$ cat src/rtl/pattern_scan_if.sv
// Bus between a host/bit source and the pattern scan controller.
// The master drives config, scan control and serial data; the slave
// returns the match flag, the match count and the status pulses.
interface pattern_scan_if #(
    parameter int PAT_W = 4,
    parameter int CNT_W = 8
);
    logic             cfg_we;
    logic [PAT_W-1:0] cfg_pattern;
    logic [3:0]       cfg_len;
    logic             cfg_overlap;
    logic [CNT_W-1:0] target;
    logic             start;
    logic             abort;
    logic             x;
    logic             x_valid;
    logic             found;
    logic [CNT_W-1:0] match_count;
    logic             busy;
    logic             done;
    logic             cfg_err;

    modport master (
        output cfg_we, cfg_pattern, cfg_len, cfg_overlap, target,
        output start, abort, x, x_valid,
        input  found, match_count, busy, done, cfg_err
    );

    modport slave (
        input  cfg_we, cfg_pattern, cfg_len, cfg_overlap, target,
        input  start, abort, x, x_valid,
        output found, match_count, busy, done, cfg_err
    );
endinterface

$ cat src/rtl/pattern_scan_ctrl.sv
// Programmable serial Mealy pattern detector with a scan controller.
// The pattern, its length and the overlap mode are written in IDLE. A start
// arms a scan that counts matches until the target is reached. The found
// flag is combinational, so it is high in the same cycle as the matching bit.
module pattern_scan_ctrl #(
    parameter int PAT_W = 4,
    parameter int CNT_W = 8
) (
    input  logic          clk,
    input  logic          reset,
    pattern_scan_if.slave bus
);
    typedef enum logic [1:0] {
        ST_IDLE = 2'd0,
        ST_SCAN = 2'd1,
        ST_DONE = 2'd2
    } state_t;

    localparam logic [3:0]       PAT_W_L = 4'(PAT_W);
    localparam logic [PAT_W-1:0] PAT_RST = PAT_W'(8'b0000_1010);

    state_t           state_q, state_d;
    logic [PAT_W-1:0] pattern_q, pattern_d;
    logic [3:0]       len_q, len_d;
    logic             overlap_q, overlap_d;
    logic [CNT_W-1:0] target_q, target_d;
    logic [CNT_W-1:0] count_q, count_d;
    logic [PAT_W-2:0] hist_q, hist_d;
    logic [3:0]       fill_q, fill_d;
    logic             cfg_err_q, cfg_err_d;

    logic [PAT_W-1:0] window;
    logic [PAT_W-1:0] len_mask;
    logic [3:0]       fill_next;
    logic             match;
    logic [3:0]       start_len;
    logic             start_ok;
    logic [CNT_W-1:0] count_inc;
    logic             found_c;

    // Match datapath: the newest bit sits at window[0], so the bit received
    // len-1 bits ago lines up with pattern[len-1].
    always_comb begin
        window    = {hist_q, bus.x};
        len_mask  = ~({PAT_W{1'b1}} << len_q);
        fill_next = (fill_q >= PAT_W_L) ? PAT_W_L : fill_q + 4'd1;
        match     = (fill_next >= len_q) && (((window ^ pattern_q) & len_mask) == '0);
        count_inc = count_q + CNT_W'(1);
        // A config write in the same cycle as start is validated first.
        start_len = bus.cfg_we ? bus.cfg_len : len_q;
        start_ok  = (start_len != 4'd0) && (start_len <= PAT_W_L) && (bus.target != '0);
    end

    // Next-state and output logic for the IDLE/SCAN/DONE controller.
    always_comb begin
        state_d   = state_q;
        pattern_d = pattern_q;
        len_d     = len_q;
        overlap_d = overlap_q;
        target_d  = target_q;
        count_d   = count_q;
        hist_d    = hist_q;
        fill_d    = fill_q;
        cfg_err_d = 1'b0;
        found_c   = 1'b0;

        case (state_q)
            ST_IDLE: begin
                if (bus.cfg_we) begin
                    pattern_d = bus.cfg_pattern;
                    len_d     = bus.cfg_len;
                    overlap_d = bus.cfg_overlap;
                end
                if (bus.start) begin
                    if (start_ok) begin
                        count_d  = '0;
                        hist_d   = '0;
                        fill_d   = 4'd0;
                        target_d = bus.target;
                        state_d  = ST_SCAN;
                    end else begin
                        cfg_err_d = 1'b1;
                    end
                end
            end
            ST_SCAN: begin
                if (bus.cfg_we) begin
                    cfg_err_d = 1'b1;
                end
                // Abort beats a simultaneous match: nothing is counted.
                if (bus.abort) begin
                    state_d = ST_IDLE;
                end else if (bus.x_valid) begin
                    if (match) begin
                        found_c = 1'b1;
                        count_d = count_inc;
                        if (overlap_q) begin
                            hist_d = window[PAT_W-2:0];
                            fill_d = fill_next;
                        end else begin
                            hist_d = '0;
                            fill_d = 4'd0;
                        end
                        if (count_inc == target_q) begin
                            state_d = ST_DONE;
                        end
                    end else begin
                        hist_d = window[PAT_W-2:0];
                        fill_d = fill_next;
                    end
                end
            end
            ST_DONE: begin
                state_d = ST_IDLE;
            end
            default: begin
                state_d = ST_IDLE;
            end
        endcase
    end

    // State and configuration registers with synchronous active-low reset.
    always_ff @(posedge clk) begin
        if (!reset) begin
            state_q   <= ST_IDLE;
            pattern_q <= PAT_RST;
            len_q     <= 4'd4;
            overlap_q <= 1'b0;
            target_q  <= '0;
            count_q   <= '0;
            hist_q    <= '0;
            fill_q    <= 4'd0;
            cfg_err_q <= 1'b0;
        end else begin
            state_q   <= state_d;
            pattern_q <= pattern_d;
            len_q     <= len_d;
            overlap_q <= overlap_d;
            target_q  <= target_d;
            count_q   <= count_d;
            hist_q    <= hist_d;
            fill_q    <= fill_d;
            cfg_err_q <= cfg_err_d;
        end
    end

    assign bus.found       = found_c;
    assign bus.match_count = count_q;
    assign bus.busy        = (state_q == ST_SCAN);
    assign bus.done        = (state_q == ST_DONE);
    assign bus.cfg_err     = cfg_err_q;

endmodule

$ cat src/flat_wrapper.sv
// flat-port wrapper written by rule: the top's interface ports become plain ports
module pattern_scan_ctrl_flat 
#(
    parameter int PAT_W = 4,
    parameter int CNT_W = 8
)
  (clk, reset, bus_cfg_we, bus_cfg_pattern, bus_cfg_len, bus_cfg_overlap, bus_target, bus_start, bus_abort, bus_x, bus_x_valid, bus_found, bus_match_count, bus_busy, bus_done, bus_cfg_err);
  pattern_scan_if #(.PAT_W(PAT_W), .CNT_W(CNT_W)) bus_i ();
  input  logic clk;
  input  logic reset;
  input wire logic [$bits(bus_i.cfg_we)-1:0] bus_cfg_we;
  input wire logic [$bits(bus_i.cfg_pattern)-1:0] bus_cfg_pattern;
  input wire logic [$bits(bus_i.cfg_len)-1:0] bus_cfg_len;
  input wire logic [$bits(bus_i.cfg_overlap)-1:0] bus_cfg_overlap;
  input wire logic [$bits(bus_i.target)-1:0] bus_target;
  input wire logic [$bits(bus_i.start)-1:0] bus_start;
  input wire logic [$bits(bus_i.abort)-1:0] bus_abort;
  input wire logic [$bits(bus_i.x)-1:0] bus_x;
  input wire logic [$bits(bus_i.x_valid)-1:0] bus_x_valid;
  output wire logic [$bits(bus_i.found)-1:0] bus_found;
  output wire logic [$bits(bus_i.match_count)-1:0] bus_match_count;
  output wire logic [$bits(bus_i.busy)-1:0] bus_busy;
  output wire logic [$bits(bus_i.done)-1:0] bus_done;
  output wire logic [$bits(bus_i.cfg_err)-1:0] bus_cfg_err;
  assign bus_i.cfg_we = bus_cfg_we;
  assign bus_i.cfg_pattern = bus_cfg_pattern;
  assign bus_i.cfg_len = bus_cfg_len;
  assign bus_i.cfg_overlap = bus_cfg_overlap;
  assign bus_i.target = bus_target;
  assign bus_i.start = bus_start;
  assign bus_i.abort = bus_abort;
  assign bus_i.x = bus_x;
  assign bus_i.x_valid = bus_x_valid;
  assign bus_found = bus_i.found;
  assign bus_match_count = bus_i.match_count;
  assign bus_busy = bus_i.busy;
  assign bus_done = bus_i.done;
  assign bus_cfg_err = bus_i.cfg_err;
  pattern_scan_ctrl #(.PAT_W(PAT_W), .CNT_W(CNT_W)) u_core (.clk(clk), .reset(reset), .bus(bus_i));
endmodule
$ cat config.mk
export PLATFORM = sky130hd
export DESIGN_NAME = pattern_scan_ctrl_flat
export DESIGN_NICKNAME = d
export VERILOG_FILES = /design/src/rtl/pattern_scan_if.sv /design/src/rtl/pattern_scan_ctrl.sv /design/src/flat_wrapper.sv
export SDC_FILE = /design/constraint.sdc
export NUM_CORES = 1
export LEC_CHECK = 0
export ABC_CLOCK_PERIOD_IN_PS = 2800
export BUFFER_PORTS_ARGS = -buffer_cell sky130_fd_sc_hd__buf_2
export CORE_MARGIN = 3
export CORE_UTILIZATION = 28
export DETAILED_ROUTE_END_ITERATION = 16
export MAX_ROUTING_LAYER = met4
export PLACE_DENSITY = 0.57
export SETUP_SLACK_MARGIN = 0.3
export SYNTH_ARGS = -nofsm -noshare
export SYNTH_HDL_FRONTEND = slang
export SYNTH_SLANG_ARGS = --single-unit
$ cat constraint.sdc
create_clock -name clk -period 2.8 [get_ports clk]
set_input_delay 0.14 -clock clk [delete_from_list [all_inputs] [get_ports clk]]
set_output_delay 0.14 -clock clk [all_outputs]
set_load 0.01 [all_outputs]
**After elaboration in Yosys (flattened, before gate mapping)**

Cells that the tools add are included.

- Flip-flop bits (word level): 35
- Logic and storage cells: 79

- $add $sub $neg: 2
- Magnitude comparators: 3
- Equal/unequal tests: 11
- Shift-type cells: 1
- Multiplexer cells: 37
- Bitwise gates (word level): 3
- Reductions and logical operators: 13

Operator list:

| cell | number |
|---|---|
| $mux 8 | 5 |
| $mux 4 | 8 |
| $mux 3 | 6 |
| $pmux 8 s2 | 1 |
| $mux 2 | 6 |
| $reduce_and 5->1 | 2 |
| $add 8x1->8 const B | 1 |
| $eq 8x8->1 | 1 |
| $pmux 4 s2 | 1 |
| $reduce_bool 8->1 | 1 |
| $mux 1 | 7 |
| $ne 2x2->1 const B | 3 |
| $ne 3x2->1 const B | 2 |
| $pmux 3 s2 | 1 |
| $reduce_and 6->1 | 1 |
| $add 4x1->4 const B | 1 |
| $and 4x4->4 | 1 |
| $ge 4x3->1 const B | 1 |
| $ge 4x4->1 | 1 |
| $le 4x3->1 const B | 1 |
| $logic_not 4->1 | 1 |
| $ne 2x1->1 const B | 2 |
| $not 4->4 | 1 |
| $pmux 2 s2 | 1 |
| other kinds (12) | 14 |

**Depth between registers and ports, before layout**

- Depth after elaboration: 9
- Gate-level depth with buffers: 10
- Depth with buffers taken out: 9

**Worst setup path before layout**

OpenSTA, ideal clock, no wires.

- Path kind: register -> register
- Start: register u_core.fill_q[0]
- End: register u_core.count_q[2], in the netlist u_core.bus.match_count[2]
- Library setup time: 71 ps
- Arrival time: 2254 ps
- Data required time: 2729 ps
- Setup slack: 475 ps
- Cell stages (with the launch flop): 11
- Path buffers: 1
- Cells stage by stage: dfxtp_1 > ha_1 > or3_1 > ha_1 > o21a_1 > o22ai_1 > nor3_4 > nand4_4 > buf_6 > or3b_1 > a21oi_1

- Cells in the longest elaborated chain, start to end: 6
- Elaborated cells between the ends (all ways): 7
- Classes of those cells: add/sub (1); order compare (2); eq/ne (1); mux (1); reduce/logical (2)

Ends and longest elaborated chain:

| item | line | source |
|---|---|---|
| start: declaration | pattern_scan_ctrl.sv:29 | `logic [3:0] fill_q, fill_d;` |
| start signal: assignment | pattern_scan_ctrl.sv:142 | `fill_q <= fill_d;` |
| $add 4x1->4 or $ge 4x3->1 (tied branches) | pattern_scan_ctrl.sv:46 | `fill_next = (fill_q >= PAT_W_L) ? PAT_W_L : fill_q + 4'd1;` |
| $mux 4 * | pattern_scan_ctrl.sv:46 |  |
| $ge 4x4->1 * | pattern_scan_ctrl.sv:47 | `match = (fill_next >= len_q) && (((window ^ pattern_q) & len_mask) == '0);` |
| $logic_and 1x1->1 * | pattern_scan_ctrl.sv:47 |  |
| $ne 2x1->1 (no source line) * | -- |  |
| $reduce_and 6->1 (no source line) * | -- |  |
| end signal: assignment | pattern_scan_ctrl.sv:140 | `count_q <= count_d;` |
| end: declaration | pattern_scan_ctrl.sv:27 | `logic [CNT_W-1:0] count_q, count_d;` |

Mark *: on every way between the ends. The rest lies on a longest branch, timed or not.
A chain may end at the register's enable or synchronous reset.

**Worst setup path after layout**

- Start: register u_core.fill_q[0]
- End: register u_core.count_q[7], in the netlist u_core.bus.match_count[7]

Same word-level chain as after synthesis.

==> summary.md <==
| Metric | Value |
|---|---|
| Status | `complete, no violations` |
| Die area | `7875 um2` |
| Post-Synth Adder-Cell Area | `3.916%` |
| Slew HR | `45.54%` |
| Non-filler instance count after layout | `332` |
| Syn_nets | `246` |
| Required @ worst endpoint | `3000 ps` |
| Cells along the critical path | `ha_1 -> or3_4 -> ha_4 -> o21a_1 -> o22ai_1 -> nor3_4 -> nand4_4 -> or4b_4 -> o311ai_2` |
| Num CTS Buffers | `5` |
| Total core area | `6495 um2` |
| Hold bufs inserted after CTS | `0` |
| Part of the cycle the worst path needs | `86.17%` |
| CP Class | `reg -> reg` |
| Ys Warns | `0` |
| Remaining DRCs | `0` |
| Post-DP Area | `2163 um2` |
| CTS Sinks | `35` |
| Vias in the first global route | `1645` |
| Leak | `1.032 nW` |
| WHS | `70.32 ps` |
| Min-delay worst type | `in -> reg` |
| Global-route wire length before repair | `7686 um` |
| Complex-gate fraction of the synthesized area | `14.56%` |
| Vias per cell | `5.163` |
| Final setup fails | `0` |
| Post-synth EDFFs | `0` |
| Ports | `36` |
| Total number of vias | `1714` |
| Root buffer selected by CTS | `clkbuf_8` |
| PwrDens | `458.7 nW/um2` |
| CP arrival | `2610 ps` |
| Placed Cells | `321` |
| Crit path launch type | `register` |
| Final hold vios | `0` |
| Yosys top cell area share | `36.55%` |
| H-tree Lvls | `2` |
| Syn-to-layout area delta | `21.80%` |
| Starting Density | `29.51%` |
| Synth Area in Simple Gates | `27.02%` |
| Die Wd | `88.74 um` |
| Critical Path End Type | `register` |
| Clock tree buffer depth | `2` |
| Initial detailed-routing violation count | `28` |
| Post-layout util | `35.95%` |
| Pre-antenna DRT Iters | `5` |
| PnR worst setup slack | `387.4 ps` |
| Clk Latency, worst-skew pair | `290 ps` |
| Worst-path clk slew | `70 ps` |
| Cell Area, Synth | `1917 um2` |
| Main combinational cell family by area after synthesis | `simple AND/OR/NAND/NOR gates` |
| Final HPWL DP | `3511 um` |
| RSZ-0062 raised after global routing | `true` |
| Slowest CP cell | `or4b_4` |
| Post-synth cell types | `54` |
| ANT nets after route | `0` |
| Clock period minus worst slack | `2413 ps` |
| Max FO, Critical Path | `5` |
| Tightest Pin Transition | `815.9 ps` |
| Synth Flop Type | `dfxtp_1` |
| Total GRT Usage | `13.00%` |
| Sequential fraction of the synthesis area | `36.55%` |
| Slew Limit Fails | `0` |
| Pre-CTS setup slack | `202.2 ps` |
| DR WL/cell | `14.44 um` |
| # port buffers | `35` |
| Setup TNS | `0 ps` |
| Power Total | `1.071 mW` |
| Rows | `29` |
| Ant diodes | `0` |
| Final WL | `4793 um` |
| Async set-reset flop share out of synthesis | `0%` |
| Initial antenna violation count | `0` |
| VDD IR max | `0.2083 mV` |
| Die Height | `88.74 um` |
| # fillers | `673` |
| Largest net degree at the start of global routing | `24` |
| Mux cell area share after synthesis | `8.420%` |
| #FFs+latches synth | `35` |
| FMAX | `414.5 MHz` |
| Max stage delay on crit path | `510 ps` |
| Synth Area per Inst | `8.874 um2` |
| Synth top area cells | `dfxtp_1, mux2i_1, nor2_1` |
| Xor and xnor area share after synthesis | `5.418%` |
| Skew final | `2.508 ps` |
| Layout cell share with drive strength beyond 1 | `26.27%` |
| GPL Wtd Cong | `0.7750` |
| Nets | `285` |
| CTS tree | `built` |
| Syn Inst Count | `216` |
| Design Area, Final | `2335 um2` |
| Yosys top cell by area | `dfxtp_1` |
| Max Cap Viol | `0` |
| Final global-route overflow total | `0` |
## critical path: cells and delay by family, from the launching register on
kind                       cells  cell delay [ps]
AOI/OAI and AO/OA              3              290
adders and majority gates      2              460
DFF                            1              330
and+or+nand+nor                4             1260
## where the power goes
part | switching [mW] | total [mW] | internal, mW
registers | 0.0173 | 0.534 | 0.517
clock network | 0.185 | 0.378 | 0.193
logic | 0.0881 | 0.159 | 0.0710
total | 0.290 | 1.07 | 0.781
## worst paths after layout
path                                 start                                      to  slack [ps]  cells after the start
max          u_core.fill_q[0]$_SDFFE_PN0P_  u_core.bus.match_count[7]$_SDFFE_PN0P_         390                      9
min                     bus_cfg_pattern[3]        u_core.pattern_q[3]$_SDFFE_PN1P_          70                      3
max reg2reg  u_core.fill_q[0]$_SDFFE_PN0P_  u_core.bus.match_count[7]$_SDFFE_PN0P_         390                      9
min reg2reg  u_core.fill_q[0]$_SDFFE_PN0P_           u_core.fill_q[0]$_SDFFE_PN0P_         500                      1
## routing by layer
| metal | vias to the layer above | part of all wire [%] | GRT usage [%] |
|---|---|---|---|
| met1 | 818 | 47 | 15.43 |
| met2 | 30 | 48 | 21.66 |
| met4 | 0 | 1.2 | 4.121 |
| met3 | 7 | 4.0 | 3.073 |
| met5 | - | 0 | - |
| li1 | 859 | - | - |
## kinds of logic after synthesis
logic type | Yosys count
xor gates and xnor gates | 11
adders and majority gates | 6
buffers and inverters | 17
muxes | 16
AOI/OAI and AO/OA | 39
other | 1
and+or+nand+nor | 91
DFF | 35
## layout make-up
type                    instances  area [um2]  area share, %
clock buffers                   6       82.58          3.537
inverters                       8       30.03          1.286
flip-flops and latches         35       701.9          30.06
well taps                      77       96.34          4.126
clock inverters                 1       5.005         0.2144
repair buffers                 40       212.7          9.110
multi-input cells             165        1206          51.66
## layout by cell type, fill, tap and decap left out, types with 6 or more instances in the layout
| cell | Yosys | routed |
|---|---|---|
| nor2_1 | 24 | 24 |
| a22o_1 | 6 | 6 |
| a21oi_1 | 6 | 6 |
| inv_1 | 7 | 7 |
| clkbuf_8 | 0 | 6 |
| dfxtp_1 | 35 | 34 |
| nand2_1 | 16 | 16 |
| buf_2 | 3 | 35 |
| nand3_1 | 8 | 8 |
| mux2i_1 | 15 | 15 |
## synth_stat cells (5+ instances only)
cell type / number
nand2_1: 16
mux2i_1: 15
nor3_1: 5
a21oi_1: 6
ha_1: 6
nand3_1: 8
nor2_1: 24
xnor2_1: 5
xor2_1: 5
a22o_1: 6
inv_1: 7
clkbuf_1: 5
dfxtp_1: 35
## state kept, by name (all words and copies together) (netlist names)
name	flops
u_core.pattern_q	4
u_core.fill_q	4
u_core.target_q	8
u_core.bus.cfg_err	1
u_core.len_q	4
u_core.bus.match_count	8
u_core.state_q	2
u_core.hist_q	3
u_core.overlap_q	1
## repair_timing
item                       4_1_cts  5_1_grt
cloned                           1        0
buffers inserted                 3        0
setup endpoints to repair        3       14
gates resized for setup          0        8
pin swaps                        3        3
Power figures use the tool's default switching activity.
